File: src/rtl/wb_stage_pipelined_pkg.sv
// Shared encodings for the write-back stage: result-select codes, load-size
// codes and the default link increment.
package wb_stage_pipelined_pkg;

  typedef enum logic [1:0] {
    REG_IN_PC4   = 2'b00,
    REG_IN_DOUT  = 2'b01,
    REG_IN_ALU   = 2'b10,
    REG_IN_IMM16 = 2'b11
  } reg_in_sel_e;

  localparam logic [1:0] LD_BYTE = 2'b00;
  localparam logic [1:0] LD_HALF = 2'b01;
  localparam logic [1:0] LD_WORD = 2'b10;

  localparam int PC_INC_DEFAULT = 4;

endpackage

File: src/rtl/wb_stage_pipelined_if.sv
// MEM/WB handshake bundle plus the register-file write and forwarding bus.
// The master side is the MEM stage / register file, the slave side is the stage.
interface wb_stage_pipelined_if #(
  parameter int DBITS               = 32,
  parameter int REG_INDEX_BIT_WIDTH = 4,
  parameter int CNT_BITS            = 16
);
  logic                           in_valid;
  logic                           in_ready;
  logic                           flush;
  logic                           rf_ready;
  logic [REG_INDEX_BIT_WIDTH-1:0] dest_reg_addr;
  logic                           wr_reg_in;
  logic [1:0]                     sel_reg_din;
  logic [1:0]                     ld_size;
  logic                           ld_signed;
  logic [1:0]                     byte_off;
  logic [DBITS-1:0]               imm16;
  logic [DBITS-1:0]               alu_out;
  logic [DBITS-1:0]               data_out;
  logic [DBITS-1:0]               pc;

  logic                           wr_reg;
  logic [REG_INDEX_BIT_WIDTH-1:0] reg_addr;
  logic [DBITS-1:0]               reg_din;
  logic                           fwd_valid;
  logic [REG_INDEX_BIT_WIDTH-1:0] fwd_addr;
  logic [DBITS-1:0]               fwd_data;
  logic                           misalign;
  logic [CNT_BITS-1:0]            retired_count;

  modport master (
    output in_valid, flush, rf_ready, dest_reg_addr, wr_reg_in, sel_reg_din,
           ld_size, ld_signed, byte_off, imm16, alu_out, data_out, pc,
    input  in_ready, wr_reg, reg_addr, reg_din, fwd_valid, fwd_addr, fwd_data,
           misalign, retired_count
  );

  modport slave (
    input  in_valid, flush, rf_ready, dest_reg_addr, wr_reg_in, sel_reg_din,
           ld_size, ld_signed, byte_off, imm16, alu_out, data_out, pc,
    output in_ready, wr_reg, reg_addr, reg_din, fwd_valid, fwd_addr, fwd_data,
           misalign, retired_count
  );
endinterface

File: src/rtl/wb_stage_pipelined_load_align.sv
// Combinational load aligner: picks the addressed byte/half/word out of the
// memory word, extends it, and reports an unaligned access.
module wb_load_align
  import wb_stage_pipelined_pkg::*;
#(
  parameter int DBITS = 32
) (
  input  logic [DBITS-1:0] data_out,
  input  logic [1:0]       ld_size,
  input  logic             ld_signed,
  input  logic [1:0]       byte_off,
  output logic [DBITS-1:0] aligned,
  output logic             misalign
);

  logic [7:0]  byte_val;
  logic [15:0] half_val;

  // NOTE: every output of a combinational block gets a default first, so no
  // path through the case can leave it unassigned and infer a latch.
  always_comb begin
    byte_val = data_out[{byte_off, 3'b000} +: 8];
    half_val = data_out[{byte_off[1], 4'b0000} +: 16];
    aligned  = data_out;
    misalign = 1'b0;
    case (ld_size)
      LD_BYTE: aligned = {{(DBITS-8){ld_signed & byte_val[7]}}, byte_val};
      LD_HALF: begin
        aligned  = {{(DBITS-16){ld_signed & half_val[15]}}, half_val};
        misalign = byte_off[0];
      end
      // Word and the reserved encoding both take the full bus unchanged.
      default: misalign = (byte_off != 2'b00);
    endcase
  end

endmodule

File: src/rtl/wb_stage_pipelined.sv
// Registered write-back stage: latches one MEM/WB entry, selects and aligns
// the result, and drives the register-file write, forwarding and retire count.
module wb_stage_pipelined
  import wb_stage_pipelined_pkg::*;
#(
  parameter int DBITS               = 32,
  parameter int REG_INDEX_BIT_WIDTH = 4,
  parameter int PC_INC              = PC_INC_DEFAULT,
  parameter bit R0_HARDWIRED        = 1'b0,
  parameter int CNT_BITS            = 16
) (
  input  logic                 clk,
  input  logic                 reset,
  wb_stage_pipelined_if.slave  bus
);

  logic                           held_valid_q, held_valid_d;
  logic                           held_wr_q, held_wr_d;
  logic                           held_mis_q, held_mis_d;
  logic [REG_INDEX_BIT_WIDTH-1:0] held_addr_q, held_addr_d;
  logic [DBITS-1:0]               held_data_q, held_data_d;
  logic [CNT_BITS-1:0]            count_q, count_d;

  logic             in_ready;
  logic             accept;
  logic             commit;
  logic             wr_en;
  logic [DBITS-1:0] load_data;
  logic             load_mis;
  logic [DBITS-1:0] result;
  logic             result_mis;

  wb_load_align #(.DBITS(DBITS)) u_load_align (
    .data_out  (bus.data_out),
    .ld_size   (bus.ld_size),
    .ld_signed (bus.ld_signed),
    .byte_off  (bus.byte_off),
    .aligned   (load_data),
    .misalign  (load_mis)
  );

  always_comb begin
    in_ready = (!held_valid_q || bus.rf_ready) && !bus.flush;
    accept   = bus.in_valid && in_ready;
    commit   = held_valid_q && bus.rf_ready && !bus.flush;

    result     = bus.alu_out;
    result_mis = 1'b0;
    case (reg_in_sel_e'(bus.sel_reg_din))
      REG_IN_PC4:   result = bus.pc + DBITS'(PC_INC);
      REG_IN_DOUT: begin
        result     = load_data;
        // Only a load that actually writes back can be flagged misaligned.
        result_mis = load_mis && bus.wr_reg_in;
      end
      REG_IN_ALU:   result = bus.alu_out;
      REG_IN_IMM16: result = bus.imm16;
      default:      result = bus.alu_out;
    endcase

    held_valid_d = held_valid_q;
    held_wr_d    = held_wr_q;
    held_mis_d   = held_mis_q;
    held_addr_d  = held_addr_q;
    held_data_d  = held_data_q;
    if (bus.flush) begin
      held_valid_d = 1'b0;
    end else if (accept) begin
      held_valid_d = 1'b1;
      held_wr_d    = bus.wr_reg_in;
      held_mis_d   = result_mis;
      held_addr_d  = bus.dest_reg_addr;
      held_data_d  = result;
    end else if (commit) begin
      held_valid_d = 1'b0;
    end

    count_d = commit ? count_q + CNT_BITS'(1) : count_q;

    wr_en = held_valid_q && held_wr_q && !held_mis_q && !bus.flush;
    if (R0_HARDWIRED && (held_addr_q == '0)) wr_en = 1'b0;
  end

  // NOTE: the held data and address are reset too (not just the valid bit)
  // because reg_din/reg_addr are visible straight from these flops.
  // NOTE: sequential state uses non-blocking assignments only, so every flop
  // samples the pre-edge values regardless of statement order.
  always_ff @(posedge clk or negedge reset) begin
    if (!reset) begin
      held_valid_q <= 1'b0;
      held_wr_q    <= 1'b0;
      held_mis_q   <= 1'b0;
      held_addr_q  <= '0;
      held_data_q  <= '0;
      count_q      <= '0;
    end else begin
      held_valid_q <= held_valid_d;
      held_wr_q    <= held_wr_d;
      held_mis_q   <= held_mis_d;
      held_addr_q  <= held_addr_d;
      held_data_q  <= held_data_d;
      count_q      <= count_d;
    end
  end

  assign bus.in_ready      = in_ready;
  assign bus.wr_reg        = wr_en;
  assign bus.reg_addr      = held_addr_q;
  assign bus.reg_din       = held_data_q;
  assign bus.fwd_valid     = wr_en;
  assign bus.fwd_addr      = held_addr_q;
  assign bus.fwd_data      = held_data_q;
  assign bus.misalign      = held_valid_q && held_mis_q;
  assign bus.retired_count = count_q;

endmodule

File: src/flat_wrapper.sv
// flat-port wrapper written by rule: the top's interface ports become plain ports
module wb_stage_pipelined_flat import wb_stage_pipelined_pkg::*;
#(
  parameter int DBITS               = 32,
  parameter int REG_INDEX_BIT_WIDTH = 4,
  parameter int PC_INC              = PC_INC_DEFAULT,
  parameter bit R0_HARDWIRED        = 1'b0,
  parameter int CNT_BITS            = 16
)
  (clk, reset, bus_in_valid, bus_flush, bus_rf_ready, bus_dest_reg_addr, bus_wr_reg_in, bus_sel_reg_din, bus_ld_size, bus_ld_signed, bus_byte_off, bus_imm16, bus_alu_out, bus_data_out, bus_pc, bus_in_ready, bus_wr_reg, bus_reg_addr, bus_reg_din, bus_fwd_valid, bus_fwd_addr, bus_fwd_data, bus_misalign, bus_retired_count);
  wb_stage_pipelined_if #(.DBITS(DBITS), .REG_INDEX_BIT_WIDTH(REG_INDEX_BIT_WIDTH), .CNT_BITS(CNT_BITS)) bus_i ();
  input  logic clk;
  input  logic reset;
  input wire logic [$bits(bus_i.in_valid)-1:0] bus_in_valid;
  input wire logic [$bits(bus_i.flush)-1:0] bus_flush;
  input wire logic [$bits(bus_i.rf_ready)-1:0] bus_rf_ready;
  input wire logic [$bits(bus_i.dest_reg_addr)-1:0] bus_dest_reg_addr;
  input wire logic [$bits(bus_i.wr_reg_in)-1:0] bus_wr_reg_in;
  input wire logic [$bits(bus_i.sel_reg_din)-1:0] bus_sel_reg_din;
  input wire logic [$bits(bus_i.ld_size)-1:0] bus_ld_size;
  input wire logic [$bits(bus_i.ld_signed)-1:0] bus_ld_signed;
  input wire logic [$bits(bus_i.byte_off)-1:0] bus_byte_off;
  input wire logic [$bits(bus_i.imm16)-1:0] bus_imm16;
  input wire logic [$bits(bus_i.alu_out)-1:0] bus_alu_out;
  input wire logic [$bits(bus_i.data_out)-1:0] bus_data_out;
  input wire logic [$bits(bus_i.pc)-1:0] bus_pc;
  output wire logic [$bits(bus_i.in_ready)-1:0] bus_in_ready;
  output wire logic [$bits(bus_i.wr_reg)-1:0] bus_wr_reg;
  output wire logic [$bits(bus_i.reg_addr)-1:0] bus_reg_addr;
  output wire logic [$bits(bus_i.reg_din)-1:0] bus_reg_din;
  output wire logic [$bits(bus_i.fwd_valid)-1:0] bus_fwd_valid;
  output wire logic [$bits(bus_i.fwd_addr)-1:0] bus_fwd_addr;
  output wire logic [$bits(bus_i.fwd_data)-1:0] bus_fwd_data;
  output wire logic [$bits(bus_i.misalign)-1:0] bus_misalign;
  output wire logic [$bits(bus_i.retired_count)-1:0] bus_retired_count;
  assign bus_i.in_valid = bus_in_valid;
  assign bus_i.flush = bus_flush;
  assign bus_i.rf_ready = bus_rf_ready;
  assign bus_i.dest_reg_addr = bus_dest_reg_addr;
  assign bus_i.wr_reg_in = bus_wr_reg_in;
  assign bus_i.sel_reg_din = bus_sel_reg_din;
  assign bus_i.ld_size = bus_ld_size;
  assign bus_i.ld_signed = bus_ld_signed;
  assign bus_i.byte_off = bus_byte_off;
  assign bus_i.imm16 = bus_imm16;
  assign bus_i.alu_out = bus_alu_out;
  assign bus_i.data_out = bus_data_out;
  assign bus_i.pc = bus_pc;
  assign bus_in_ready = bus_i.in_ready;
  assign bus_wr_reg = bus_i.wr_reg;
  assign bus_reg_addr = bus_i.reg_addr;
  assign bus_reg_din = bus_i.reg_din;
  assign bus_fwd_valid = bus_i.fwd_valid;
  assign bus_fwd_addr = bus_i.fwd_addr;
  assign bus_fwd_data = bus_i.fwd_data;
  assign bus_misalign = bus_i.misalign;
  assign bus_retired_count = bus_i.retired_count;
  wb_stage_pipelined #(.DBITS(DBITS), .REG_INDEX_BIT_WIDTH(REG_INDEX_BIT_WIDTH), .PC_INC(PC_INC), .R0_HARDWIRED(R0_HARDWIRED), .CNT_BITS(CNT_BITS)) u_core (.clk(clk), .reset(reset), .bus(bus_i));
endmodule
File: config.mk
export PLATFORM = sky130hd
export DESIGN_NAME = wb_stage_pipelined_flat
export DESIGN_NICKNAME = d
export VERILOG_FILES = /design/src/rtl/wb_stage_pipelined_pkg.sv /design/src/rtl/wb_stage_pipelined_if.sv /design/src/rtl/wb_stage_pipelined_load_align.sv /design/src/rtl/wb_stage_pipelined.sv /design/src/flat_wrapper.sv
export SDC_FILE = /design/constraint.sdc
export NUM_CORES = 1
export LEC_CHECK = 0
export ABC_AREA = 1
export CAP_MARGIN = 10
export CORE_UTILIZATION = 42
export DETAILED_ROUTE_END_ITERATION = 10
export GPL_TIMING_DRIVEN = 0
export PLACE_DENSITY = 0.82
export SYNTH_ARGS = -nofsm -noshare
export SYNTH_HDL_FRONTEND = slang
export SYNTH_SLANG_ARGS = --single-unit
File: constraint.sdc
create_clock -name clk -period 2 [get_ports clk]
set_input_delay 0.4 -clock clk [delete_from_list [all_inputs] [get_ports clk]]
set_output_delay 0.4 -clock clk [all_outputs]
set_load 0.005 [all_outputs]
; ---- After elaboration in Yosys (flattened, before gate mapping)
; Index checks and enable logic that the tools add are counted.
[totals]
reg_bits = 55
inputBits = 145
[op_classes]
addsub = 2
n_eq_ne = 4
n_shift = 2
mux = 7
bitwise = 3
n_reduce_logical = 18
[op_table]
columns = cell, count
row1 = one-hot mux 32 bit (4 select lines), 1
row2 = one-hot mux 32 bit (2 select lines), 1
row3 = "adder 32 x 3 -> 32 bit, second input constant", 1
row4 = indexed part select 32 x 6 -> 16 bit, 1
row5 = indexed part select 32 x 6 -> 8 bit, 1
row6 = "adder 16 x 1 -> 16 bit, second input constant", 1
row7 = logical AND 1 bit, 9
row8 = "== test 2 x 1 -> 1 bit, second input constant", 2
row9 = "== test 2 bit, second input constant", 2
row10 = zero test 2 bit, 2
row11 = two-way mux 1 bit, 4
row12 = zero test 1 bit, 3
row13 = nonzero test 3 bit, 1
row14 = bitwise AND 1 bit, 2
row15 = one-hot mux 1 bit (2 select lines), 1
row16 = AND reduction 2 bit, 1
row17 = nonzero test 2 bit, 1
row18 = logical OR 1 bit, 1
row19 = inverter 1 bit, 1

; ---- Longest topological paths before layout
; Gate-level depths: netlist of run 1.
[depth]
word_depth = 6
depth_mapped = 12
ltp_nobuf = 12

; ---- Modules after synthesis
; A second synthesis of run 1 with hierarchy kept.
[hier_totals]
cells_unflattened = 766
area_unflattened_um2 = 5076.1
[by_module_without_submodules]
columns = module, n_inst, cells_each, area_each_um2, seq_area_each_um2
row1 = wb_stage_pipelined, 1, 605, 4236.6, 1376.3
row2 = wb_load_align, 1, 161, 839.6, 0.0

; ---- Worst setup path after synthesis of run 1
; OpenSTA, ideal clock, no wires.
[synth_timing]
kind = input port to flip-flop
start = input bus_pc[2]
end = register u_core.held_data_q[14] (netlist: u_core.bus.fwd_data[14])
setup_time_ps = 120
t_arrival_ps = 1453
slack_ps = 428
stages = 10
cell_sequence = ha_1 -> nand3_2 -> inv_1 -> nand2_1 -> nor2_4 -> nand2_1 -> nand3_1 -> nand2_1 -> o21ai_0 -> inv_1
[synth_via]
elab_chain_cells = 2
[synth_rtl]
columns = element, line_no
row1 = from (decl), flat_wrapper.sv:26  ; input wire logic [$bits(bus_i.pc)-1:0] bus_pc;
row2 = adder 32 x 3 -> 32 bit, wb_stage_pipelined.sv:50  ; REG_IN_PC4: result = bus.pc + DBITS'(PC_INC);
row3 = one-hot mux 32 bit (4 select lines), wb_stage_pipelined.sv:49  ; case (reg_in_sel_e'(bus.sel_reg_din))
row4 = to (signal assigned), wb_stage_pipelined.sv:101  ; held_data_q <= held_data_d;
row5 = to (decl), wb_stage_pipelined.sv:21  ; logic [DBITS-1:0] held_data_q, held_data_d;
; No other way between the ends.
; A chain may end at the register's enable or synchronous reset.

; ---- Worst setup path in the final report of run 1
[layout_timing]
start = input bus_ld_size[0]
end = register u_core.held_data_q[30] (netlist: u_core.bus.fwd_data[30])
[layout_via]
elab_chain_cells = 3
elab_cells_between_ends = 4
classes_between = 1 x eq/ne / 2 x mux / 1 x reduce/logical
[layout_rtl]
columns = element, line_no
row1 = from (decl), flat_wrapper.sv:20  ; input wire logic [$bits(bus_i.ld_size)-1:0] bus_ld_size;
row2 = == test 2 x 1 -> 1 bit or zero test 2 bit (tied branches), wb_stage_pipelined_load_align.sv:26  ; case (ld_size)
row3 = one-hot mux 32 bit (2 select lines) *, wb_stage_pipelined_load_align.sv:26
row4 = one-hot mux 32 bit (4 select lines) *, wb_stage_pipelined.sv:49
; Every way passes the cells marked *; elsewhere a longest branch is shown, timed or not.

==> metrics, run 1 <==
DRC Markers 0; Mapped Cells around 800; minimum clock period about 1900 ps; Final Setup Violations 0; leakage 3.77 nW; Net Count, Synth approximately 940; initial antenna violation count 0; via count roughly 6.1k; Via density about 5.1; synthesized cell area just under 5000 um^2; wire length per cell between 15 and 20 um; largest net degree at the start of global routing 29; Final Util between 60% and 70%; Seq/Total Area, Yosys approximately 28%; ANT cells 0; worst endpoint data arrival time around 2100 ps; post-synthesis compound-gate area fraction 9.87%; Max Freq roughly 540 MHz; die area between 10,000 and 15,000 um^2; Die Wd roughly 110 um; worst r2r dst u_core.bus.fwd_data[18]; # clock sinks 55; first-pass GRT wire length about 29,000 um; vias in the first global route approximately 5.6k; most common cell after layout, fill and taps aside nand2_1; area share of fa/ha/maj cells after synthesis less than 1%; Worst Setup End Kind flip-flop; r2r startpoint u_core.held_valid_q; Routed Antenna Nets 0; worst slew pin tran around 650 ps; status finished, final reports clean; XOR/XNOR share of the synthesized area under 10%; HP Class input pin to async pin; CTS Buffer Depth 2; Die Height between 100 and 150 um; Final WS setup approximately 130 ps; pre-CTS setup slack -567 ps; All-Layer GR Usage between 30% and 40%; DRT Pass-1 Iters 5; clk_lat worst skew approximately 300 ps; leading area contributor after synthesis dfrtp_1; mux share of post-synthesis cell area less than 1%; Netlist cell types 35; Post-Synth Simple-Gate Area 43.2%; yosys warns 0; VDD IR max ~520 uV; flops & latches, synth 55; clk_skew approximately 5.3 ps; crit path kind input pin to flip-flop; Routed WL around 19,000 um; # IOs between 200 and 250; EDFF count, synth 0; R2R Setup Slk around 250 ps; CTS clk-pin slew, worst paths 80 ps; Cell Rows 39; syn_area_per_cell 6.16 um^2; unrepaired setup endpoints after global routing no; Final Cycle Share around 93%; nets 1,192; buffers added on ports ~230; most frequent cells in the layout nand2_1 (309), clkdlybuf4s50_1 (220), nor2_1 (95); Initial DRC Count about 380; Worst EP required about 2200 ps; worst hold margin between 100 and 150 ps; number of max-cap violations 0; dpl cell area 7440 um^2; worst setup path startpoint bus_ld_size[0]; Final Instance Area approximately 7700 um^2; Fin. Hold Viols 0; slew margin rel. between 50% and 60%; # hold bufs at CTS 0; Synth top area share 28.1%; CP Launch Type input pin; Reg2Reg Depth 9; Power, Total between 4 and 5 mW; HPWL Detailed 15,800 um; largest family of logic cells by synthesized area simple AND/OR/NAND/NOR gates; total gr overflow 0; Final Max Tran Viols 0; TritonCTS buffer count 5; Power Dens Cells around 550 nW/um^2; asr flop ratio synth 100%; H-tree depth 2; Synth Flop Type dfrtp_1; largest cells by area after synthesis dfrtp_1 (28%), nand2_1 (24%), nor2_1 (8.0%); Routability Congestion about 0.95; core area approximately 11,000 um^2; CP max FO 10; Initial Util between 40 and 50%; share of layout cells above drive strength 1 between 10% and 20%; clk root buf clkbuf_16; area grow syn2layout 57.7%; CTS tree built
## cell usage after synthesis (3+ instances only)
cell type	count
buf_2	10
inv_2	4
dfrtp_1	55
a22o_1	19
clkbuf_1	7
nand3_1	45
o21ai_0	26
nand3b_1	12
a221oi_1	4
nand2_1	312
or2_2	10
nand4_1	5
nand2_2	3
nor2_1	105
xnor2_1	12
nor2_2	6
a21oi_1	13
buf_4	41
xor2_1	11
o211ai_1	7
inv_1	69
## critical path: stages
cell,delay [ps]
clkdlybuf4s50_1,410
inv_2,160
nand2_2,110
nor2_4,140
nand2_2,70
nand2_2,80
nand2_4,90
nand3_4,150
buf_6,150
nand2_1,60
nand3_1,150
nand2_1,70
nand2_1,50
## where the power goes
part           total, mW  internal, mW  switching (mW)
combinational       1.88          1.15           0.734
sequential          1.45          1.28           0.169
clock              0.933         0.477           0.456
## flip-flops by register name, indices dropped and copies added (netlist names)
name and count:
u_core.bus.fwd_addr 4, u_core.held_valid_q 1, u_core.bus.fwd_data 32, u_core.bus.retired_count 16
u_core.held_mis_q 1, u_core.held_wr_q 1
## metal layers
| layer | vias up | routed length, um | global-route usage (%) |
|---|---|---|---|
| li1 | 2967 | - | - |
| met4 | 0 | 617 | 10.5 |
| met2 | 299 | 9210 | 54.3 |
| met5 | - | 0 | 0 |
| met1 | 2749 | 8220 | 42.1 |
| met3 | 43 | 1450 | 4.47 |
## worst max path at each step
stage                              endpoint  cells after the start  slack [ps]
finish              u_core.bus.fwd_data[30]                     13         130
global route        u_core.bus.fwd_data[14]                     11           4
CTS                 u_core.bus.fwd_data[23]                     13         0.8
detailed placement  u_core.bus.fwd_data[16]                     11        -570
global placement    u_core.bus.fwd_data[26]                      1       -1140
floorplan           u_core.bus.fwd_data[14]                     10         430
## final cells by class
class / instances / area [um^2]
tap: 143 / 179
clock buffer: 5 / 125
sequential: 55 / 1380
multi-input combinational: 607 / 2910
timing repair buffer: 242 / 2440
clock inverter: 3 / 27.5
inverter: 73 / 274
fill: 1043 / 3680
buffer: 61 / 410
## cells by family after synthesis
family / Yosys count
multiplexers: 1
AO/OA/AOI/OAI: 74
XOR/XNOR: 23
flip-flops: 55
adder cells (fa/ha/maj): 2
AND/OR/NAND/NOR: 507
buffers and inverters: 135
## what timing repair did
action | 4_1_cts | 5_1_grt
pin swaps | 1 | 3
resized for setup | 8 | 31
endpoints found under the setup margin | 15 | 30
buffers inserted | 4 | 3
hold endpoints to repair | 0 | 0
## metrics by stage
step | instances | TNS, ps
2_1_floorplan | 797 | 0
3_3_place_gp | 1174 | -72660
5_1_grt | 1189 | 0
3_5_place_dp | 1175 | -11050
4_1_cts | 1186 | 0
6_report | 1189 | 0
Note: power is estimated with default switching activity, not from simulation.
==> run 2, diff against run 1 <==
==> constraint.sdc (replaced) <==
create_clock -name clk -period 2 [get_ports clk]
set_input_delay 0.2 -clock clk [delete_from_list [all_inputs] [get_ports clk]]
set_output_delay 0.2 -clock clk [all_outputs]
set_load 0.005 [all_outputs]
==> run 2 against run 1 <==
Clock power fell by 1%. First-iteration DRC count increased by 5.8%. Sequential power hardly changed. Global-route usage hardly changed. Cell count decreased by 0.42%. Power fell by 0.61%. Critical path depth fell by 9. Count of clock-buffer cells in the layout is the same. Via count shrank 1.5%. Maximum frequency rose by 0.68%. Critical path type is now input pin to output pin.
==> metrics, run 2 (synthesis gave the netlist of run 1 again) <==
critical path's slowest cell clkdlybuf4s50_1; wire length per cell 16.3 um (-0.61%); Cell Rows 39 (unchanged); VDD IR max 530 uV (+2.1%); Routed WL 19,300 um (-1.0%); largest net degree at the start of global routing 29 (unchanged); via count 5,965 (-1.5%); DRC Markers 0 (unchanged); Fillers 1,056 (+1.2%); TNS Setup 0 ps (unchanged); Final Cycle Share 92.6% (-0.63 points); crit path kind input pin to output pin; Power, Total 4.24 mW (-0.61%); total gr overflow 0 (unchanged); clk root buf clkbuf_16; clk_skew 4.14 ps (-1.20 ps); combinational fraction of design power 44.0% (about the same); HP Class input pin to flip-flop; Power Dens Cells 556 nW/um^2 (+0.68%); critical path's largest stage delay 500 ps (+90 ps); Max Freq 540 MHz (+0.68%); DRT Pass-1 Iters 5 (unchanged); Final WS setup 148 ps (+12.6 ps); HPWL Detailed 15,800 um (unchanged); unrepaired setup endpoints after global routing no; Final Max Tran Viols 0 (unchanged); CTS clk-pin slew, worst paths 80 ps (about the same); core area 11,400 um^2 (unchanged); Final Setup Violations 0 (unchanged); clk_lat worst skew 300 ps (about the same); most common cell after layout, fill and taps aside nand2_1; first-pass GRT wire length 29,000 um (about the same); clock share of power 21.8% (about the same); post-CTS setup buffers 0 (-4); most frequent cells in the layout nand2_1 (311), clkdlybuf4s50_1 (232), nor2_1 (105); Routability Congestion 0.947 (unchanged); nets 1,187 (-0.42%); Int Pwr 2.90 mW (-0.24%); pre-CTS setup slack -367 ps (+200 ps); Routed Antenna Nets 0 (unchanged); Initial DRC Count 401 (+5.8%); max FFs per register 32 (unchanged); vias in the first global route 5,581 (-0.48%); minimum clock period 1850 ps (-12.6 ps); Die Height 110 um (unchanged); CTS Buffer Depth 2 (unchanged); die area 12,100 um^2 (unchanged); register area 1380 um^2 (unchanged); most frequent CP cell clkdlybuf4s50_1; ANT cells 0 (unchanged); All-Layer GR Usage 32.1% (about the same); TritonCTS buffer count 5 (unchanged); sequential power share 34.2% (+0.2 points); leakage 3.63 nW (-3.6%); Worst Setup End Kind output pin; Sw Share 31.6% (-0.25 points); slew margin rel. 56.2% (-0.53 points); initial antenna violation count 0 (unchanged); buffers added on ports 234 (unchanged); H-tree depth 2 (unchanged); Via density 5.04 (-1.1%); CTS tree built; status finished, final reports clean; Die Wd 110 um (unchanged); Initial Util 43.0% (unchanged); worst endpoint data arrival time 1650 ps (-460 ps); Worst EP required 1800 ps (-440 ps); worst slew pin tran 657 ps (+7.98 ps); NetSw 1.34 mW (-1.4%); area of the multi-input gates 2870 um^2 (-1.3%); number of max-cap violations 0 (unchanged); CP Launch Type input pin; share of layout cells above drive strength 1 9.32% (-2.1 points); area grow syn2layout 55.7%; Fin. Hold Viols 0 (unchanged); # clock sinks 55 (unchanged); CP max FO 4 (-6); # IOs 237 (unchanged); CP Cell Sequence clkdlybuf4s50_1, nor4_4, buf_4, clkdlybuf4s50_1
==> run 2: changes by cell type in the layout (fill, tap and decap cells not counted), moves of 2 or more <==
cell / change
o21ai_0: +2
nand2_2: -2
nand2_1: +2
nor2_1: +10
buf_4: -6
dlymetal6s2s_1: -10
clkdlybuf4s50_1: +12
inv_2: -2
inv_1: +2
nor2_2: -10
==> run 2: layout make-up <==
class / instances / area share, %
tap: 143 / 2.34
clock buffer: 5 / 1.64
multi-input combinational: 607 / 37.6
sequential: 55 / 18.0
clock inverter: 3 / 0.360
timing repair buffer: 236 / 31.0
inverter: 73 / 3.59
buffer: 62 / 5.44
==> run 2: stage by stage <==
stage	cells	utilization, %	hold WS (ps)	instance area (um^2)
finish	1184	66.9	427	7640
global route	1184	66.9	432	7640
CTS	1184	66.7	412	7610
detailed placement	1175	65.2	256	7440
global placement	1174	65.0	487	7430
floorplan	797	-	-95.6	4910
==> run 2: power groups by stage <==
stage	combinational [mW]	sequential, mW	clock (mW)
3_3_place_gp	1.82	1.47	0
5_1_grt	2.05	1.48	0.973
2_1_floorplan	0.723	1.45	0
3_5_place_dp	1.85	1.47	0
6_report	1.87	1.45	0.923
4_1_cts	1.86	1.45	0.932
==> run 2: final timing paths <==
check / cells after the start / to / start / slack, ps
worst max-delay path: 4 / bus_wr_reg / bus_flush / 150
worst min-delay path: 6 / u_core.bus.fwd_data[24] / bus_sel_reg_din[0] / 430
worst max register to register: 9 / u_core.bus.fwd_data[18] / u_core.held_valid_q / 170
worst min register to register: 2 / u_core.bus.fwd_addr[2] / u_core.bus.fwd_addr[2] / 510
max in group asynchronous: 3 / u_core.bus.fwd_data[11] / reset / 950
min in group asynchronous: 2 / u_core.bus.retired_count[4] / reset / 450
==> run 2: repair_timing <==
action / 4_1_cts / 5_1_grt
resized for setup: 2 / 5
hold endpoints to repair: 27 / 0
cloned: 0 / 0
hold buffers: 1 / 0
setup endpoints to repair: 5 / 9
==> run 2: worst max-delay path, delay by kind of cell <==
family	cells	cell delay, ps
buffers and inverters	3	1120
and+or+nand+nor	1	320
==> run 2: layer usage <==
metal  up-vias  track usage, %  wire length [um]
met1      2695            42.5              8200
met4         0            10.0               474
met5         -               0                 0
met3        30            4.47              1440
met2       283            54.0              9180
li1       2957               -                 -
